`src/rtl/rc4_core_scheduler_if.sv`:
```
// Scheduler <-> RC4 sub-core array bus.
// master (scheduler): drives core_reset, core_start, core_key.
// slave  (core array): drives core_start_done, core_finish, core_keyfound.
// Core n owns bit n of each per-core vector and bits [24n+23:24n] of core_key.
interface rc4_core_scheduler_if #(
    parameter int unsigned NUM_CORES = 4
) ();
    logic [NUM_CORES-1:0]    core_reset;
    logic [NUM_CORES-1:0]    core_start;
    logic [24*NUM_CORES-1:0] core_key;
    logic [NUM_CORES-1:0]    core_start_done;
    logic [NUM_CORES-1:0]    core_finish;
    logic [NUM_CORES-1:0]    core_keyfound;

    modport master (
        output core_reset,
        output core_start,
        output core_key,
        input  core_start_done,
        input  core_finish,
        input  core_keyfound
    );

    modport slave (
        input  core_reset,
        input  core_start,
        input  core_key,
        output core_start_done,
        output core_finish,
        output core_keyfound
    );
endinterface

```
`src/rtl/rc4_core_scheduler.sv`:
```
// Key-search scheduler: hands 24-bit candidate keys 0..KEY_MAX to NUM_CORES RC4 sub-cores,
// parking each core in reset between jobs, and stops at the first key reported valid or
// when the key space is exhausted.
// Ports:
//   CLOCK_50, reset  - clock and synchronous active-high reset
//   go               - start a search (sampled only while idle or done)
//   cores            - sub-core bus (reset/start/key out, start_done/finish/keyfound in)
//   busy, done       - search in progress / search ended
//   found            - search ended with a valid key
//   found_key/_core  - winning key and index of the core that tested it
//   timeout_err      - sticky per search: some core overran RUN_TIMEOUT cycles in RUN
module rc4_core_scheduler #(
    parameter int unsigned NUM_CORES    = 4,
    parameter logic [23:0] KEY_MAX      = 24'h3FFFFF,
    parameter int unsigned RESET_CYCLES = 2,
    parameter int unsigned RUN_TIMEOUT  = 20000
) (
    input  logic                 CLOCK_50,
    input  logic                 reset,
    input  logic                 go,
    rc4_core_scheduler_if.master cores,
    output logic                 busy,
    output logic                 done,
    output logic                 found,
    output logic [23:0]          found_key,
    output logic [2:0]           found_core,
    output logic                 timeout_err
);
    localparam int unsigned      HoldW    = $clog2(RESET_CYCLES + 1);
    localparam int unsigned      RunW     = $clog2(RUN_TIMEOUT + 1);
    localparam logic [HoldW-1:0] HoldSat  = HoldW'(RESET_CYCLES);
    localparam logic [RunW-1:0]  RunLast  = RunW'(RUN_TIMEOUT - 1);
    // 25-bit limit so next_key can step past 24'hFFFFFF without wrapping
    localparam logic [24:0]      KeyLimit = {1'b0, KEY_MAX};

    typedef enum logic [1:0] {GIdle, GRun, GDone} gstate_e;
    typedef enum logic [1:0] {CIdle, CStart, CRun} cstate_e;

    gstate_e              gst_q;
    cstate_e              cst_q  [NUM_CORES];
    logic [HoldW-1:0]     hold_q [NUM_CORES];
    logic [RunW-1:0]      run_q  [NUM_CORES];
    logic [23:0]          key_q  [NUM_CORES];
    logic [NUM_CORES-1:0] rst_q;
    logic [NUM_CORES-1:0] start_q;
    logic [24:0]          next_key_q;
    logic                 busy_q;
    logic                 done_q;
    logic                 found_q;
    logic                 terr_q;
    logic [23:0]          found_key_q;
    logic [2:0]           found_core_q;

    logic                 keys_left;
    logic                 all_idle;
    logic                 find_v;
    logic [23:0]          find_key;
    logic [2:0]           find_idx;
    logic                 picked;
    logic [NUM_CORES-1:0] disp_oh;
    logic [24*NUM_CORES-1:0] key_flat;

    // Collector and dispatcher: both pick the lowest index. A find suppresses dispatch
    // because every core is being forced back to idle on the same edge.
    always_comb begin
        keys_left = (next_key_q <= KeyLimit);
        all_idle  = 1'b1;
        find_v    = 1'b0;
        find_key  = '0;
        find_idx  = '0;
        picked    = 1'b0;
        disp_oh   = '0;
        for (int n = 0; n < int'(NUM_CORES); n++) begin
            if (cst_q[n] != CIdle) begin
                all_idle = 1'b0;
            end
            if (!find_v && cst_q[n] == CRun && cores.core_finish[n] &&
                cores.core_keyfound[n]) begin
                find_v   = 1'b1;
                find_key = key_q[n];
                find_idx = 3'(n);
            end
        end
        if (gst_q == GRun && keys_left && !find_v) begin
            for (int n = 0; n < int'(NUM_CORES); n++) begin
                if (!picked && cst_q[n] == CIdle && hold_q[n] == HoldSat) begin
                    picked     = 1'b1;
                    disp_oh[n] = 1'b1;
                end
            end
        end
    end

    always_comb begin
        key_flat = '0;
        for (int n = 0; n < int'(NUM_CORES); n++) begin
            key_flat[24*n +: 24] = key_q[n];
        end
    end

    always_ff @(posedge CLOCK_50) begin
        if (reset) begin
            gst_q        <= GIdle;
            next_key_q   <= '0;
            busy_q       <= 1'b0;
            done_q       <= 1'b0;
            found_q      <= 1'b0;
            terr_q       <= 1'b0;
            found_key_q  <= '0;
            found_core_q <= '0;
            rst_q        <= '1;
            start_q      <= '0;
            for (int n = 0; n < int'(NUM_CORES); n++) begin
                cst_q[n]  <= CIdle;
                hold_q[n] <= '0;
                run_q[n]  <= '0;
                key_q[n]  <= '0;
            end
        end else begin
            // Per-core job FSMs
            for (int n = 0; n < int'(NUM_CORES); n++) begin
                unique case (cst_q[n])
                    CIdle: begin
                        if (disp_oh[n]) begin
                            cst_q[n]   <= CStart;
                            key_q[n]   <= next_key_q[23:0];
                            rst_q[n]   <= 1'b0;
                            start_q[n] <= 1'b1;
                        end else if (hold_q[n] != HoldSat) begin
                            hold_q[n] <= hold_q[n] + 1'b1;
                        end
                    end
                    // No timeout here: a core that never acknowledges stays parked in start.
                    CStart: begin
                        if (cores.core_start_done[n]) begin
                            cst_q[n]   <= CRun;
                            start_q[n] <= 1'b0;
                            run_q[n]   <= '0;
                        end
                    end
                    CRun: begin
                        if (cores.core_finish[n] || run_q[n] == RunLast) begin
                            cst_q[n]  <= CIdle;
                            hold_q[n] <= '0;
                            rst_q[n]  <= 1'b1;
                            if (!cores.core_finish[n]) begin
                                terr_q <= 1'b1;
                            end
                        end else begin
                            run_q[n] <= run_q[n] + 1'b1;
                        end
                    end
                    default: begin
                        cst_q[n]   <= CIdle;
                        hold_q[n]  <= '0;
                        rst_q[n]   <= 1'b1;
                        start_q[n] <= 1'b0;
                    end
                endcase
            end

            if (|disp_oh) begin
                next_key_q <= next_key_q + 25'd1;
            end

            // Global search FSM; its assignments come last so a find overrides the
            // per-core updates above.
            unique case (gst_q)
                GIdle, GDone: begin
                    if (go) begin
                        gst_q        <= GRun;
                        next_key_q   <= '0;
                        busy_q       <= 1'b1;
                        done_q       <= 1'b0;
                        found_q      <= 1'b0;
                        terr_q       <= 1'b0;
                        found_key_q  <= '0;
                        found_core_q <= '0;
                    end
                end
                GRun: begin
                    if (find_v) begin
                        gst_q        <= GDone;
                        busy_q       <= 1'b0;
                        done_q       <= 1'b1;
                        found_q      <= 1'b1;
                        found_key_q  <= find_key;
                        found_core_q <= find_idx;
                        for (int n = 0; n < int'(NUM_CORES); n++) begin
                            if (cst_q[n] != CIdle) begin
                                hold_q[n] <= '0;
                            end
                            cst_q[n]   <= CIdle;
                            rst_q[n]   <= 1'b1;
                            start_q[n] <= 1'b0;
                        end
                    end else if (!keys_left && all_idle) begin
                        gst_q  <= GDone;
                        busy_q <= 1'b0;
                        done_q <= 1'b1;
                    end
                end
                default: begin
                    gst_q <= GIdle;
                end
            endcase
        end
    end

    assign cores.core_reset = rst_q;
    assign cores.core_start = start_q;
    assign cores.core_key   = key_flat;
    assign busy             = busy_q;
    assign done             = done_q;
    assign found            = found_q;
    assign found_key        = found_key_q;
    assign found_core       = found_core_q;
    assign timeout_err      = terr_q;
endmodule

```
`src/flat_wrapper.sv`:
```
// flat-port wrapper written by rule: the top's interface ports become plain ports
module rc4_core_scheduler_flat 
#(
    parameter int unsigned NUM_CORES    = 4,
    parameter logic [23:0] KEY_MAX      = 24'h3FFFFF,
    parameter int unsigned RESET_CYCLES = 2,
    parameter int unsigned RUN_TIMEOUT  = 20000
)
  (CLOCK_50, reset, go, busy, done, found, found_key, found_core, timeout_err, cores_core_reset, cores_core_start, cores_core_key, cores_core_start_done, cores_core_finish, cores_core_keyfound);
  rc4_core_scheduler_if #(.NUM_CORES(NUM_CORES)) cores_i ();
  input  logic CLOCK_50;
  input  logic reset;
  input  logic go;
  output logic busy;
  output logic done;
  output logic found;
  output logic [23:0] found_key;
  output logic [2:0] found_core;
  output logic timeout_err;
  output wire logic [$bits(cores_i.core_reset)-1:0] cores_core_reset;
  output wire logic [$bits(cores_i.core_start)-1:0] cores_core_start;
  output wire logic [$bits(cores_i.core_key)-1:0] cores_core_key;
  input wire logic [$bits(cores_i.core_start_done)-1:0] cores_core_start_done;
  input wire logic [$bits(cores_i.core_finish)-1:0] cores_core_finish;
  input wire logic [$bits(cores_i.core_keyfound)-1:0] cores_core_keyfound;
  assign cores_core_reset = cores_i.core_reset;
  assign cores_core_start = cores_i.core_start;
  assign cores_core_key = cores_i.core_key;
  assign cores_i.core_start_done = cores_core_start_done;
  assign cores_i.core_finish = cores_core_finish;
  assign cores_i.core_keyfound = cores_core_keyfound;
  rc4_core_scheduler #(.NUM_CORES(NUM_CORES), .KEY_MAX(KEY_MAX), .RESET_CYCLES(RESET_CYCLES), .RUN_TIMEOUT(RUN_TIMEOUT)) u_core (.CLOCK_50(CLOCK_50), .reset(reset), .go(go), .cores(cores_i), .busy(busy), .done(done), .found(found), .found_key(found_key), .found_core(found_core), .timeout_err(timeout_err));
endmodule
```
`config.mk`:
```
export PLATFORM = sky130hd
export DESIGN_NAME = rc4_core_scheduler_flat
export DESIGN_NICKNAME = d
export VERILOG_FILES = /design/src/rtl/rc4_core_scheduler_if.sv /design/src/rtl/rc4_core_scheduler.sv /design/src/flat_wrapper.sv
export SDC_FILE = /design/constraint.sdc
export NUM_CORES = 1
export LEC_CHECK = 0
export ABC_CLOCK_PERIOD_IN_PS = 5700
export CORE_UTILIZATION = 50
export DETAILED_ROUTE_END_ITERATION = 16
export PLACE_DENSITY = 0.74
export SYNTH_ARGS = -nofsm -noshare
export SYNTH_HDL_FRONTEND = slang
export SYNTH_SLANG_ARGS = --single-unit
```
`constraint.sdc`:
```
create_clock -name CLOCK_50 -period 5.7 [get_ports CLOCK_50]
set_input_delay 1.14 -clock CLOCK_50 [delete_from_list [all_inputs] [get_ports CLOCK_50]]
set_output_delay 1.14 -clock CLOCK_50 [all_outputs]
set_load 0.01 [all_outputs]
```
After elaboration in Yosys (flattened, before gate mapping)
Memories as Yosys holds them, arrays and structs flattened.
Index checks and enable logic that the tools add are counted.
- bits in registers: 66
- latch bits: 0
- RAM bits: 172
- memory bits (read-only): 0
- input port bits: 15
- word-level logic and storage cells: 410
- memories: 4
- $add $sub $neg: 9
- multipliers: 0
- div/mod/pow operators: 0
- magnitude comparators: 1
- eq/ne operators: 25
- shifts and indexed selects: 0
- muxes and demuxes: 261
- bitwise gates (word level): 48
- reduce and logical (&&, ||, !) cells: 52
- memories (name ; words ; bits a word ; read ports ; clocked after memory_dff ; write ports ; line ; source):
    u_core.key_q ; 4 ; 24 ; 4 ; 0 ; 4 ; rc4_core_scheduler.sv:43 ; logic [23:0] key_q [NUM_CORES];
    u_core.run_q ; 4 ; 15 ; 4 ; 0 ; 4 ; rc4_core_scheduler.sv:42 ; logic [RunW-1:0] run_q [NUM_CORES];
    u_core.cst_q ; 4 ; 2 ; 4 ; 0 ; 4 ; rc4_core_scheduler.sv:40 ; cstate_e cst_q [NUM_CORES];
    u_core.hold_q ; 4 ; 2 ; 4 ; 0 ; 4 ; rc4_core_scheduler.sv:41 ; logic [HoldW-1:0] hold_q [NUM_CORES];
- operators by type and width (kind ; count):
    $mux 24 ; 10
    $mux 1 ; 178
    $mux 15 ; 8
    $mux 2 ; 41
    $mux 25 ; 3
    $add 15x1->15 const B ; 4
    $eq 15x15->1 const B ; 4
    $or 1x1->1 ; 48
    $pmux 24 s2 ; 1
    $add 25x1->25 const B ; 1
    $le 25x22->1 const B ; 1
    $pmux 1 s3 ; 8
    $logic_and 1x1->1 ; 21
    $mux 4 ; 5
    $eq 2x2->1 const B ; 9
    $reduce_or 3->1 ; 4
    $eq 2x1->1 const B ; 5
    $logic_not 2->1 ; 5
    $ne 2x2->1 const B ; 5
    $reduce_bool 2->1 ; 5
    $add 2x1->2 const B ; 4
    $logic_not 1->1 ; 8
    $mux 3 ; 2
    $pmux 1 s2 ; 3
    9 further kinds ; 13

Depth between registers and ports, before layout
An unclocked memory read counts as a cell.
- depth after elaboration: 47
- depth in mapped cells: 9

Least setup slack after synthesis
No wires, ideal clock.
- path type: in2reg
- start: input cores_core_keyfound[0]
- end: memory u_core.key_q[2][0] (enable)
- setup time: 0.384 ns
- arrival: 3.361 ns
- path slack: 1.954 ns
- stages: 8
- buffers on the path: 2
- cells stage by stage: and4b_1 > clkbuf_1 > nor4_4 > nand2_2 > or3_4 > buf_6 > or3_4 > nand2b_1
- RTL lines (element ; line ; source):
    start: declaration ; flat_wrapper.sv:25 ; input wire logic [$bits(cores_i.core_keyfound)-1:0] cores_core_keyfound;
    end: declaration ; rc4_core_scheduler.sv:43 ;

==> run_results.csv <==
group,metric,value,unit
synthesis,synth_largest_area_cell,"edfxtp_1",
timing,timing.setup.tns,0,ns
cells_and_area,signed_area_change_from_the_synthesized_netlist_to_the_final_layout,23.7,%
global_routing,antenna_found_initial,0,
timing,max_slew.worst_pin.slew,1.17,ns
synthesis,yosysSeqAreaShare,57.8,%
clock_tree,clock_path_buffers,3,
synthesis,syn_avg_cell_area,10.7,um2
place,portBuffers,148,
synthesis,synth_top_cells_by_area,"edfxtp_1 45%, dfxtp_1 13%, nor2_1 4.9%",
global_routing,grt_first_pass_wirelength,43.3,mm
place,place.gp.congestion,0.855,
synthesis,distinct_cell_type_count_of_the_synthesized_netlist,65,
run_status,run_status,"finished clean",
critical_path,worstSetupEndpointType,"flip-flop",
timing,finalClockSkew,0.0231,ns
synthesis,netlist_area,0.0110,mm2
global_routing,gr-total-overflow,0,
critical_path,rr_worst_depth,6,
critical_path,worst_r2r_startpoint,"u_core.next_key_q[2]$_SDFF_PP0_",
cells_and_area,mostFrequentLayoutCell,"edfxtp_1",
clock_tree,clockRootBuffer,"clkbuf_16",
timing,slew_headroom,21.6,%
drt,detail_route.drc_violations,0,
critical_path,r2r_setup_slack,2.15,ns
timing,unrepaired_setup_endpoints_after_global_routing,"no",
place,dpl.hpwl,19.2,mm
drt,drtPass1Iterations,7,
power,powerDensity,320,mW/mm2
timing,final.period_utilization,69.6,%
floorplan,pin_count,150,
floorplan,die-area,0.0227,mm2
cells_and_area,nNetsFinal,1194,
floorplan,chipHeight,151,um
clock_tree,worst_setup_hold_path_clk_slew,0.06,ns
drt,num_vias,8398,
synthesis,post_synthesis_cells,1035,
cells_and_area,antennaDiodeCount,0,
synthesis,ys_seq_elements,237,
synthesis,synth_async_sr_flop_share,0,%
critical_path,cpPeakStageDelay,0.99,ns
critical_path,cp_data_required_time,6.08,ns
power,power_leakage,0.00472,uW
power,peakVddDrop,0.312,mV
drt,viasPerCell,5.74,
critical_path,crit_path_top_delay_cell,"nor4_4",
drt,antenna_left,0,
hold_path,min_from,"u_core.found_key[2]$_SDFFE_PP0P_",
hold_path,holdPathStages,2,
clock_tree,cts_post_setup_buffers_inserted,0,
timing,final.min_clock_period,3.96,ns
global_routing,first_global_vias,8060,
critical_path,crit_path_cell_trace,"clkdlybuf4s50_1 -> and4b_1 -> nor4_4 -> nand2_2 -> or3_4 -> nor4_4 -> and2_1",
timing,timing.fmax,252,MHz
timing,finalMaxSlewViolations,0,
timing,fin_hold_ws,0.454,ns
floorplan,core_area,0.0214,mm2
drt,first_iter_violations,758,
cells_and_area,final_layout_size_suffix_gt1_share,7.07,%
floorplan,row_count,53,
hold_path,worst_hold_path.endpoint,"u_core.found_key[2]$_SDFFE_PP0P_",
synthesis,synth_top_area_share,44.6,%
run,timing.max_cap.violations,0,
clock_tree,clock_sinks,237,
clock_tree,cts_inserted_buffers,26,
clock_tree,cts_hold_repair.buffers,0,
drt,postRouteWirelength,27.9,mm
floorplan,die_w,151,um
clock_tree,tritoncts,"done",
clock_tree,cts_max_level,1,
critical_path,crit_arrival,4.34,ns
critical_path,critPathMostFrequentCell,"nor4_4",
critical_path,timing.setup.critical_path_class,"in2reg",
global_routing,globalRouteTotalUtil,24.7,%
critical_path,critical_path.reg2reg.endpoint,"u_core.key_q[1][13]$_SDFFCE_PN0P_",
hold_path,hold_class,"reg2reg",
synthesis,synthFlopType,"edfxtp_1",
floorplan,start_util,51.7,%
clock_tree,clk_latency,0.53,ns
critical_path,worst_setup_path_start_kind,"input pin",
critical_path,critical_path.max_fanout,23,
global_routing,grt_start_max_net_pins,54,
drt,wl_per_cell,19.1,um
clock_tree,post_cts.resized_instances,0,
timing,final_hold_viol_count,0,
cells_and_area,layout_common_cells,"164 x edfxtp_1, 147 x clkdlybuf4s50_1, 143 x nor2_1",
timing,finish_stage_setup_viols,0,
synthesis,synth.yosys.warnings,0,
synthesis,synth_enable_flop_cells,164,
-- per-layer routing --
metal / vias up / part of all wire (%) / global-route usage [%]
li1: 3996 / - / -
met1: 4007 / 42 / 33.0
met2: 346 / 48 / 41.6
met3: 49 / 7.5 / 3.24
met4: 0 / 2.5 / 8.05
met5: - / 0 / 0
-- synth_stat cells, types with 4 or more instances --
cell        n
o21ai_0    41
buf_2       4
dfxtp_1    73
nand2_1    68
and2_1     81
or3_1      13
nand3b_1   20
inv_1      18
edfxtp_1  164
clkbuf_1   53
nor3_1     30
xnor2_1    36
or2_2       8
nand2b_1    5
and4_1      5
and3_1     13
nor2_1    143
a21oi_1    28
a221oi_1   20
ha_1       11
xor2_1     31
nor4_1     19
a22oi_1    29
nor2b_1     4
nand3_1    45
nand4_1    14
-- state kept, by name (all words and copies together) (netlist names) --
register / flops
u_core.busy: 1
u_core.cores.core_reset: 4
u_core.cores.core_start: 4
u_core.cst_q: 8
u_core.done: 1
u_core.found: 1
u_core.found_core: 2
u_core.found_key: 24
u_core.gst_q: 2
u_core.hold_q: 8
u_core.key_q: 96
u_core.next_key_q: 25
u_core.run_q: 60
u_core.timeout_err: 1
-- how the worst max path moves through the flow --
| stage | start | end | slack (ns) | depth (start not counted) |
|---|---|---|---|---|
| finish | cores_core_finish[1] | u_core.key_q[2][13]$_SDFFCE_PN0P_ | 1.74 | 7 |
| floorplan | cores_core_keyfound[0] | u_core.key_q[2][0]$_SDFFCE_PN0P_ | 1.95 | 8 |
| global placement | cores_core_finish[1] | u_core.key_q[2][14]$_SDFFCE_PN0P_ | 1.31 | 7 |
| CTS | cores_core_finish[1] | u_core.key_q[2][13]$_SDFFCE_PN0P_ | 1.72 | 7 |
| global route | cores_core_finish[1] | u_core.key_q[3][11]$_SDFFCE_PN0P_ | 1.57 | 7 |
| detailed placement | cores_core_finish[1] | u_core.key_q[2][12]$_SDFFCE_PN0P_ | 1.20 | 7 |
-- stage by stage --
step	setup WS (ns)	total power, uW	cell area (um2)	util, %	cells
2_1_floorplan	1.95	2420	11100	-	1043
3_3_place_gp	1.31	2650	12800	59.7	1415
3_5_place_dp	1.20	2670	12800	59.7	1415
4_1_cts	1.72	4390	13700	63.9	1463
5_1_grt	1.57	4530	13700	63.9	1463
6_report	1.74	4370	13700	63.9	1463
-- critical path, delay by kind of cell --
family        cells  cell delay (ns)
buf+inv           1             0.45
simple gates      6             2.74
-- kinds of logic (layout without fill, tap and decap cells) --
family / count (synthesis) / after routing / synth area share [%]
buffers and inverters: 81 / 226 / 3.00
AO/OA/AOI/OAI: 142 / 142 / 8.55
XOR/XNOR: 67 / 67 / 5.32
multiplexers: 2 / 2 / 0.181
AND/OR/NAND/NOR: 494 / 494 / 23.8
adder cells (fa/ha/maj): 11 / 11 / 1.25
other: 1 / 9 / 0.0340
flip-flops: 237 / 237 / 57.8
-- where the power goes --
group          total [uW]  switching [uW]  internal, uW
Combinational         568             336           232
Sequential           2070             102          1970
Clock                1730             679          1050
-- layout make-up --
| cell class | instances | area, um2 |
|---|---|---|
| clock buffer | 38 | 788 |
| fill | 1716 | 7700 |
| clock inverter | 10 | 111 |
| sequential | 237 | 6390 |
| timing repair buffer | 160 | 1570 |
| multi-input combinational | 725 | 4390 |
| tap | 275 | 344 |
| inverter | 18 | 67.6 |
Power figures use the tool's default switching activity.
